### config.mk
export PLATFORM = sky130hd
export DESIGN_NAME = aes_tiled_lanes
export DESIGN_NICKNAME = d
export VERILOG_FILES = /design/src/rtl/aes_tiled_lanes_pkg.sv /design/src/rtl/aes_tiled_lanes_lane.sv /design/src/rtl/aes_tiled_lanes.sv
export SDC_FILE = /design/constraint.sdc
export NUM_CORES = 2
export LEC_CHECK = 0
export CAP_MARGIN = 20
export CORE_ASPECT_RATIO = 1.2
export CORE_MARGIN = 1.5
export CORE_UTILIZATION = 35
export DETAILED_ROUTE_END_ITERATION = 7
export GPL_TIMING_DRIVEN = 1
export PLACE_DENSITY = 0.5
export SETUP_SLACK_MARGIN = 0.3
export SYNTH_ARGS = -nofsm -noshare
export SYNTH_HDL_FRONTEND = slang
export SYNTH_SLANG_ARGS = --single-unit
### constraint.sdc
create_clock -name g_clk -period 33.3 [get_ports g_clk]
set_clock_uncertainty 0.15 [all_clocks]
set_input_delay 9.99 -clock g_clk [delete_from_list [all_inputs] [get_ports g_clk]]
set_output_delay 9.99 -clock g_clk [all_outputs]
set_load 0.03 [all_outputs]
### src/rtl/aes_tiled_lanes_pkg.sv
// Shared types and GF(2^8) helpers for the tiled AES byte-lane unit.
package aes_tiled_lanes_pkg;

  typedef enum logic [1:0] {
    ST_IDLE = 2'd0,
    ST_RUN  = 2'd1,
    ST_DONE = 2'd2
  } state_e;

  typedef enum logic [1:0] {
    OP_NONE = 2'd0,
    OP_SB   = 2'd1,
    OP_SBSR = 2'd2,
    OP_MIX  = 2'd3
  } op_e;

  localparam int NBYTES = 4;
  localparam int STEP_W = $clog2(NBYTES);

  // Indexed by {op_mix, op_sb, op_sbsr}: mix beats sb beats sbsr.
  localparam op_e OP_DECODE [8] = '{OP_NONE, OP_SBSR, OP_SB, OP_SB,
                                    OP_MIX, OP_MIX, OP_MIX, OP_MIX};

  function automatic logic lanes_legal(int lanes);
    return (lanes == 1) || (lanes == 2) || (lanes == 4);
  endfunction

  function automatic logic [7:0] rotl8(logic [7:0] x, int n);
    return 8'((x << n) | (x >> (8 - n)));
  endfunction

  function automatic logic [7:0] xtime(logic [7:0] x);
    return {x[6:0], 1'b0} ^ (x[7] ? 8'h1b : 8'h00);
  endfunction

  function automatic logic [7:0] gf_mul(logic [7:0] a, logic [7:0] b);
    logic [7:0] acc;
    logic [7:0] x;
    acc = '0;
    x   = a;
    for (int i = 0; i < 8; i++) begin
      if (b[i]) acc = acc ^ x;
      x = xtime(x);
    end
    return acc;
  endfunction

  // a^254 is the multiplicative inverse, and conveniently maps 0 to 0.
  function automatic logic [7:0] gf_inv(logic [7:0] a);
    logic [7:0] p;
    logic [7:0] r;
    p = a;
    r = 8'h01;
    for (int i = 1; i < 8; i++) begin
      p = gf_mul(p, p);
      r = gf_mul(r, p);
    end
    return r;
  endfunction

  function automatic logic [7:0] sbox_fwd(logic [7:0] x);
    logic [7:0] b;
    b = gf_inv(x);
    return b ^ rotl8(b, 1) ^ rotl8(b, 2) ^ rotl8(b, 3) ^ rotl8(b, 4) ^ 8'h63;
  endfunction

  function automatic logic [7:0] sbox_inv(logic [7:0] x);
    return gf_inv(rotl8(x, 1) ^ rotl8(x, 3) ^ rotl8(x, 6) ^ 8'h05);
  endfunction

  function automatic logic [7:0] mix_byte(logic [31:0] c, logic inv);
    if (inv)
      return gf_mul(c[7:0], 8'h0e) ^ gf_mul(c[15:8], 8'h0b) ^
             gf_mul(c[23:16], 8'h0d) ^ gf_mul(c[31:24], 8'h09);
    return gf_mul(c[7:0], 8'h02) ^ gf_mul(c[15:8], 8'h03) ^ c[23:16] ^ c[31:24];
  endfunction

endpackage

### src/rtl/aes_tiled_lanes_lane.sv
// One byte lane: forward/inverse S-box and mixcolumn-byte, output picked by op/dec.
module aes_tiled_lane
  import aes_tiled_lanes_pkg::*;
(
  input  op_e         op,
  input  logic        dec,
  input  logic [7:0]  sb_in,
  input  logic [31:0] mix_col,
  output logic [7:0]  res
);

  logic [7:0] sb_f;
  logic [7:0] sb_i;
  logic [7:0] mix_o;

  always_comb begin
    sb_f  = sbox_fwd(sb_in);
    sb_i  = sbox_inv(sb_in);
    mix_o = mix_byte(mix_col, dec);
    case (op)
      OP_MIX:          res = mix_o;
      OP_SB, OP_SBSR:  res = dec ? sb_i : sb_f;
      default:         res = 8'h00;
    endcase
  end

endmodule

### src/rtl/aes_tiled_lanes.sv
// Multi-cycle AES byte operations, LANES result bytes produced per RUN cycle.
module aes_tiled_lanes
  import aes_tiled_lanes_pkg::*;
#(
  parameter int LANES = 1
) (
  input  logic        g_clk,
  input  logic        g_resetn,
  input  logic        valid,
  input  logic        dec,
  input  logic        op_sb,
  input  logic        op_sbsr,
  input  logic        op_mix,
  input  logic        hi,
  input  logic [31:0] rs1,
  input  logic [31:0] rs2,
  output logic        busy,
  output logic        ready,
  output logic [31:0] rd
);

  localparam int STEPS = NBYTES / LANES;

  if (!lanes_legal(LANES)) begin : g_bad_lanes
    $error("aes_tiled_lanes: LANES must be 1, 2 or 4");
  end

  state_e              state_q, state_d;
  logic [STEP_W-1:0]   step_q, step_d;
  op_e                 op_q, op_d;
  logic                dec_q, dec_d, hi_q, hi_d;
  logic [31:0]         rs1_q, rs1_d, rs2_q, rs2_d, rd_q, rd_d;
  logic                ready_q, ready_d, busy_q, busy_d;

  logic [STEP_W-1:0]   lane_idx [LANES];
  logic [7:0]          lane_sb  [LANES];
  logic [31:0]         lane_col [LANES];
  logic [7:0]          lane_res [LANES];
  logic [31:0]         c0, c1;

  // Operand routing for the result byte each lane owns this step.
  always_comb begin
    c0 = {rs1_q[23:16], rs1_q[31:24], rs2_q[23:16], rs2_q[31:24]};
    c1 = {rs1_q[7:0], rs1_q[15:8], rs2_q[7:0], rs2_q[15:8]};
    for (int l = 0; l < LANES; l++) begin
      lane_idx[l] = STEP_W'(LANES * int'(step_q) + l);
      if (op_q == OP_SB)
        lane_sb[l] = rs1_q[{lane_idx[l], 3'b000} +: 8];
      else if (hi_q ^ (lane_idx[l] == (dec_q ? 2'd3 : 2'd1)))
        lane_sb[l] = rs2_q[{STEP_W'(2'd0 - lane_idx[l]), 3'b000} +: 8];
      else
        lane_sb[l] = rs1_q[{STEP_W'(2'd0 - lane_idx[l]), 3'b000} +: 8];
      lane_col[l] = lane_idx[l][1] ? c0 : c1;
      if (lane_idx[l][0]) lane_col[l] = {lane_col[l][23:0], lane_col[l][31:24]};
    end
  end

  for (genvar l = 0; l < LANES; l++) begin : g_lane
    aes_tiled_lane u_lane (
      .op      (op_q),
      .dec     (dec_q),
      .sb_in   (lane_sb[l]),
      .mix_col (lane_col[l]),
      .res     (lane_res[l])
    );
  end

  always_comb begin
    state_d = state_q;
    step_d  = step_q;
    op_d    = op_q;
    dec_d   = dec_q;
    hi_d    = hi_q;
    rs1_d   = rs1_q;
    rs2_d   = rs2_q;
    rd_d    = rd_q;
    case (state_q)
      ST_IDLE: if (valid) begin
        state_d = ST_RUN;
        step_d  = '0;
        op_d    = OP_DECODE[{op_mix, op_sb, op_sbsr}];
        dec_d   = dec;
        hi_d    = hi;
        rs1_d   = rs1;
        rs2_d   = rs2;
        rd_d    = '0;
      end
      ST_RUN: begin
        for (int l = 0; l < LANES; l++) rd_d[{lane_idx[l], 3'b000} +: 8] = lane_res[l];
        step_d = step_q + STEP_W'(1);
        if (step_q == STEP_W'(STEPS - 1)) state_d = ST_DONE;
      end
      default: state_d = ST_IDLE;
    endcase
    ready_d = (state_d == ST_DONE);
    busy_d  = (state_d != ST_IDLE);
  end

  always_ff @(posedge g_clk) begin
    if (!g_resetn) begin
      state_q <= ST_IDLE;
      step_q  <= '0;
      op_q    <= OP_NONE;
      dec_q   <= 1'b0;
      hi_q    <= 1'b0;
      rs1_q   <= '0;
      rs2_q   <= '0;
      rd_q    <= '0;
      ready_q <= 1'b0;
      busy_q  <= 1'b0;
    end else begin
      state_q <= state_d;
      step_q  <= step_d;
      op_q    <= op_d;
      dec_q   <= dec_d;
      hi_q    <= hi_d;
      rs1_q   <= rs1_d;
      rs2_q   <= rs2_d;
      rd_q    <= rd_d;
      ready_q <= ready_d;
      busy_q  <= busy_d;
    end
  end

  assign busy  = busy_q;
  assign ready = ready_q;
  assign rd    = rd_q;

endmodule

==> impl_metrics.prom <==
# TYPE chip_impl_metric gauge
chip_impl_info{name="synth.most_common_cell",value="sky130_fd_sc_hd__xnor2_1"} 1
chip_impl_metric{name="area_fraction_of_the_dominant_cell_type_after_synthesis",unit=""} 0.210
chip_impl_info{name="cp-start-kind",value="flop"} 1
chip_impl_metric{name="floorplan.core_area",unit="um2"} 98700
chip_impl_metric{name="via_count_of_the_first_global_routing_pass",unit=""} 30731
chip_impl_metric{name="fp.dieArea",unit="um2"} 102000
chip_impl_info{name="run_status",value="completed"} 1
chip_impl_metric{name="fin_tns_setup",unit="ns"} 0
chip_impl_metric{name="final_min_period_over_clock_period",unit=""} 0.661
chip_impl_metric{name="route.detailed.wl_per_inst",unit="um"} 19.7
chip_impl_metric{name="timing.final.crit_period",unit="ns"} 22.02
chip_impl_info{name="path_common_cell",value="sky130_fd_sc_hd__xnor3_1"} 1
chip_impl_metric{name="detailed_place_hpwl",unit="mm"} 86.4
chip_impl_metric{name="cts.sink_count",unit=""} 106
chip_impl_info{name="worstSetupEndpointType",value="flop"} 1
chip_impl_metric{name="finalHoldViolCount",unit=""} 0
chip_impl_metric{name="path_buf_inv",unit=""} 6
chip_impl_metric{name="syn-num-nets",unit=""} 4665
chip_impl_metric{name="syn_area",unit="um2"} 34900
chip_impl_info{name="critical_path_class",value="flop to flop"} 1
chip_impl_metric{name="timing.max_cap.violations",unit=""} 0
chip_impl_info{name="most_frequently_used_flop_master_after_synthesis",value="sky130_fd_sc_hd__dfxtp_1"} 1
chip_impl_info{name="slowest_stage",value="sky130_fd_sc_hd__ha_1"} 1
chip_impl_metric{name="detailroute.via_count",unit=""} 31997
chip_impl_metric{name="max_freq",unit="MHz"} 45.4
chip_impl_metric{name="areaGrowthSynthToFinish",unit="%"} 8.36
chip_impl_metric{name="io_buffer_count",unit=""} 105
chip_impl_metric{name="drive_gt1_frac",unit=""} 0.0951
chip_impl_metric{name="postSynthRegisterBits",unit=""} 106
chip_impl_info{name="critPathTopFamily",value="XOR/XNOR gates"} 1
chip_impl_metric{name="postCtsSetupRepairBufs",unit=""} 0
chip_impl_metric{name="setup_viol",unit=""} 0
chip_impl_metric{name="std_cell_rows",unit=""} 126
chip_impl_info{name="grt_setup_unrepaired",value="no"} 1
chip_impl_metric{name="critical-path-max-stage-delay",unit="ns"} 0.92
chip_impl_info{name="clockRootBuffer",value="sky130_fd_sc_hd__clkbuf_16"} 1
chip_impl_metric{name="gp_routability_congestion",unit=""} 0.903
chip_impl_metric{name="post_drt_via_cell_ratio",unit=""} 5.49
chip_impl_metric{name="grt_start_max_net_pins",unit=""} 79
chip_impl_metric{name="clk_pin_slew",unit="ns"} 0.07
chip_impl_metric{name="globalRouteTotalUtil",unit=""} 0.220
chip_impl_info{name="tritoncts",value="done"} 1
chip_impl_metric{name="timing.slew.headroom",unit=""} 0.226
chip_impl_metric{name="timing.critical_path.arrival",unit="ns"} 22.12
chip_impl_metric{name="ios",unit=""} 106
chip_impl_metric{name="yosys.cell_types.count",unit=""} 125
chip_impl_metric{name="start_util",unit=""} 0.354
chip_impl_metric{name="number_of_clock_buffers_inserted_by_tritoncts",unit=""} 9
chip_impl_metric{name="yosysSeqAreaShare",unit=""} 0.0608
chip_impl_metric{name="clock_latency",unit="ns"} 0.37
chip_impl_metric{name="grt_pass1_wl",unit="mm"} 181
chip_impl_metric{name="post_cts_hold_buffer_count",unit=""} 0
chip_impl_metric{name="cts_htree_levels",unit=""} 3
chip_impl_metric{name="maxSlewViolCount",unit=""} 0
chip_impl_metric{name="drc",unit=""} 0
chip_impl_metric{name="timing_worst_slew_pin_value",unit="ns"} 1.15
chip_impl_metric{name="antenna_violating_nets_post_route",unit=""} 0
chip_impl_metric{name="synth_enable_flop_cells",unit=""} 0
chip_impl_metric{name="design.final.nets",unit=""} 4630
chip_impl_metric{name="die_width",unit="um"} 291
chip_impl_metric{name="yosys_warnings",unit=""} 0
chip_impl_info{name="synth_area_leader_cell",value="sky130_fd_sc_hd__xnor2_1"} 1
chip_impl_metric{name="timing.critical_path.fanout_max",unit=""} 63
chip_impl_info{name="worst_hold_path_type",value="flop to flop"} 1
chip_impl_metric{name="postSynthAreaPerCell",unit="um2"} 7.64
chip_impl_metric{name="drt_iter0_markers",unit=""} 2712
chip_impl_info{name="synth_top_cells_by_area",value="sky130_fd_sc_hd__xnor2_1 21%, sky130_fd_sc_hd__xnor3_1 10%, sky130_fd_sc_hd__nand2_1 7.2%, sky130_fd_sc_hd__dfxtp_1 6.1%, sky130_fd_sc_hd__nor2_1 5.8%"} 1
chip_impl_info{name="post_synth_most_frequent_cells",value="837 x sky130_fd_sc_hd__xnor2_1, 669 x sky130_fd_sc_hd__nand2_1, 537 x sky130_fd_sc_hd__nor2_1"} 1
chip_impl_metric{name="synthArstFlopShare",unit=""} 0
chip_impl_metric{name="syn_inst",unit=""} 4574
chip_impl_metric{name="insertedDiodeCount",unit=""} 0
chip_impl_metric{name="max-clock-path-buffers",unit=""} 2
chip_impl_metric{name="die_height",unit="um"} 349
chip_impl_metric{name="overflow_left_after_global_routing",unit=""} 0
chip_impl_metric{name="totalWireLength",unit="mm"} 115
chip_impl_metric{name="first_pass_iters",unit=""} 6
chip_impl_metric{name="antenna_found_initial",unit=""} 0
chip_impl_metric{name="worst_ep_required_time",unit="ns"} 33.40
chip_impl_metric{name="cts-resized-gates",unit=""} 0
## stage by stage
stage	cell area (um2)	utilization	setup slack [ns]	hold slack, ns	instances
6_report	37800	0.383	11.28	0.333	5824
5_1_grt	37800	0.383	9.65	0.365	5824
4_1_cts	37800	0.383	11.36	0.341	5821
3_5_place_dp	37500	0.380	11.41	0.323	5805
3_3_place_gp	37500	0.380	11.90	0.324	5805
2_1_floorplan	34900	-	14.77	0.309	4574
## cells in the final DEF (no fill, tap or decap), types with 17 or more instances in the layout
cell and instances:
sky130_fd_sc_hd__mux2_2 22, sky130_fd_sc_hd__inv_1 47, sky130_fd_sc_hd__o21ai_0 174, sky130_fd_sc_hd__or3_1 20
sky130_fd_sc_hd__mux2i_1 102, sky130_fd_sc_hd__xnor2_1 819, sky130_fd_sc_hd__and3_1 31, sky130_fd_sc_hd__ha_1 19
sky130_fd_sc_hd__xor2_1 220, sky130_fd_sc_hd__nand4_1 18, sky130_fd_sc_hd__a31oi_1 38, sky130_fd_sc_hd__a21oi_1 204
sky130_fd_sc_hd__a22o_1 24, sky130_fd_sc_hd__and2_1 31, sky130_fd_sc_hd__dfxtp_1 104, sky130_fd_sc_hd__xnor2_2 58
sky130_fd_sc_hd__nand3_1 83, sky130_fd_sc_hd__nand2_1 668, sky130_fd_sc_hd__xor3_1 17, sky130_fd_sc_hd__nand2b_1 33
sky130_fd_sc_hd__clkdlybuf4s50_1 104, sky130_fd_sc_hd__o211ai_1 38, sky130_fd_sc_hd__nor3_1 106, sky130_fd_sc_hd__a22oi_1 31
sky130_fd_sc_hd__o21ai_1 23, sky130_fd_sc_hd__o31ai_1 25, sky130_fd_sc_hd__xnor3_1 158, sky130_fd_sc_hd__a21boi_0 73
sky130_fd_sc_hd__a211oi_1 37, sky130_fd_sc_hd__o22ai_1 62, sky130_fd_sc_hd__buf_4 150, sky130_fd_sc_hd__xor2_2 25
sky130_fd_sc_hd__mux4_2 43, sky130_fd_sc_hd__nor2_1 537, sky130_fd_sc_hd__xnor3_2 17, sky130_fd_sc_hd__nor2b_1 33
## cell families (layout without fill, tap and decap cells)
| kind of cell | after synthesis | in the layout | share of synthesized area |
|---|---|---|---|
| AOI/OAI and AO/OA | 935 | 935 | 0.182 |
| DFF | 106 | 106 | 0.0608 |
| buffers and inverters | 361 | 331 | 0.0452 |
| muxes | 170 | 170 | 0.0653 |
| xor gates and xnor gates | 1331 | 1331 | 0.432 |
| adders and majority gates | 22 | 22 | 0.00767 |
| and+or+nand+nor | 1649 | 1649 | 0.207 |
## per-layer routing
metal,global-route usage,share of wire
met1,0.297,0.46
met2,0.390,0.49
met3,0.0116,0.036
met4,0.0376,0.015
met5,0,0
## sequential cells by signal, indices dropped and copies added, names as in the netlist
register,count
state_q,2
ready,1
op_q,2
rs2_q,32
busy,1
dec_q,1
step_q,2
rs1_q,32
hi_q,1
rd,32
## worst paths after layout
| path | from | to | slack (ns) | depth (start not counted) |
|---|---|---|---|---|
| hold reg to reg | rd[5] | rd[5] | 0.33 | 2 |
| setup reg to reg | step_q[0] | rd[15] | 11.28 | 62 |
| setup / recovery | step_q[0] | rd[15] | 11.28 | 62 |
| hold / removal | rd[5] | rd[5] | 0.33 | 2 |
## area by class of cell
cell class | instances | area, um2
Inverter | 58 | 218
Fill cell | 10432 | 60800
Timing Repair Buffer | 257 | 2190
Multi-Input combinational cell | 4107 | 31400
Clock inverter | 6 | 48.8
Sequential cell | 106 | 2120
Clock buffer | 10 | 229
Tap cell | 1280 | 1600
## worst register-to-register path, delay by kind of cell, from the launching register on
kind                       cells  cell delay [ns]
AOI/OAI and AO/OA             16             4.11
and+or+nand+nor               17             5.22
muxes                          3             1.05
adders and majority gates      3             2.01
xor gates and xnor gates      17             6.38
DFF                            1             0.31
buffers and inverters          6             2.68
Power is not shown: default switching activity piles up to over one toggle a cycle in this logic, so the estimate is an artifact.
==> RTL change (same flow settings) <==
The package constant `NBYTES` goes from 4 to 8.
--- a/src/rtl/aes_tiled_lanes_pkg.sv
+++ b/src/rtl/aes_tiled_lanes_pkg.sv
@@ -15,5 +15,5 @@
   } op_e;
 
-  localparam int NBYTES = 4;
+  localparam int NBYTES = 8;
   localparam int STEP_W = $clog2(NBYTES);
 
Function: changed (a bounded check fails within 4 cycles, from zero or initial values and one cycle with g_resetn low).
==> RTL change against the unedited design <==
  * Final area grew 0.15%
  * Routed wire length shrank 3.4%
  * Maximum frequency grew 1.3%
  * Via count down 0.21%
  * Critical path depth up 7
  * Sequential cell count increased by 1
  * Area after synthesis is 0.28% higher
  * Setup slack gained 0.29 ns
  * Highest routed layer unchanged
Power is left out: the tool's default activity adds up to more than one toggle a clock period on the data nets, which glitch-free logic cannot reach.
==> RTL change: results <==
[global_routing]
grt_max_degree = 84
antenna_found_initial = 0
track_usage = 0.212
grt_pass1_wl_mm = 178
grt_pass1_vias = 30600

[routing]
drt_iter0_drc = 2096
wl_per_cell_um = 19.0
vias_per_cell = 5.46
drt_first_pass_iters = 5
route.detailed.drc = 0

[finish]
num-fill-cells = 10300
nets = 4655
drive_gt1_frac = 0.0904
antenna_cells = 0

[yosys]
synth_commonest_cells = "893 x xnor2_1, 655 x nor2_1, 509 x nand2_1"
yosysUniqueCellTypes = 127
ys_seq_area_frac = 0.0612
synthTopCellsByArea = "xnor2_1 22%, xnor3_1 9.8%, nor2_1 7.0%, dfxtp_1 6.1%, nand2_1 5.5%"
async_reset_ff_frac = 0
synthFlopType = "dfxtp_1"
ys_warn_count = 0

[run_status]
status = "completed"

[clock_network]
cts_max_path_buffers = 2
cts_resized = 0
cts_max_level = 3
cts-root-buf = "clkbuf_16"
worstSkewPairLatency_ns = 0.37
clk_pin_slew_ns = 0.08
cts_setup_buffers = 0
cts_inserted_buffers = 9

[critical_path]
cp_data_arrival_time_ns = 21.89
slowest_delay_ns = 0.84
cpMaxStageDelayCell = "xor2_1"
crit_family = "XOR/XNOR gates"
crit_fanout = 64

[sta]
slew_headroom = 0.285

[min_path]
hold_path.class = "flip-flop to flip-flop"

[placement]
hpwl_mm = 81.9
port_buffers = 105
gp_congestion = 0.899
## RTL change: metal layers
layer,up-vias,track usage,share of wire
met3,123,0.00857,0.033
met2,719,0.371,0.48
met5,-,0,0
li1,15800,-,-
met1,15300,0.287,0.46
met4,0,0.0496,0.020
## RTL change: final timing paths
kind                   from     end  slack [ns]  cells past startpoint
setup / recovery  step_q[0]   rd[0]       11.57                     69
hold / removal       rd[28]  rd[28]        0.32                      2
setup reg to reg  step_q[0]   rd[0]       11.57                     69
hold reg to reg      rd[28]  rd[28]        0.32                      2
## RTL change: tightest hold or removal path, delay by kind of cell (launching register included)
| family | cells | cell delay, ns |
|---|---|---|
| AND/OR/NAND/NOR | 1 | 0.06 |
| flip-flops | 1 | 0.32 |
| AO/OA/AOI/OAI | 1 | 0.05 |
## RTL change: kinds of logic after synthesis
family,after synthesis,synth area share
AOI/OAI and AO/OA,947,0.187
xor gates and xnor gates,1349,0.433
adders and majority gates,22,0.00772
buffers and inverters,368,0.0458
DFF,107,0.0612
muxes,184,0.0581
and+or+nand+nor,1632,0.207
## RTL change: final cells by class
cell class              instances  area (sq um)  area share
well taps                    1280          1600      0.0423
flip-flops and latches        107          2140      0.0566
inverters                      63           236     0.00624
clock inverters                 7           114     0.00300
multi-input cells            4134         31500       0.830
clock buffers                   9           225     0.00594
repair buffers                248          2120      0.0559
## RTL change: through the flow
stage / setup WS (ns) / utilization / cell area [sq um] / hold slack (ns) / cells
6_report: 11.57 / 0.383 / 37900 / 0.321 / 5848
5_1_grt: 10.07 / 0.383 / 37900 / 0.341 / 5848
4_1_cts: 11.62 / 0.383 / 37900 / 0.320 / 5848
3_5_place_dp: 11.68 / 0.380 / 37600 / 0.299 / 5832
3_3_place_gp: 12.15 / 0.380 / 37600 / 0.303 / 5832
2_1_floorplan: 13.81 / - / 35000 / 0.293 / 4609
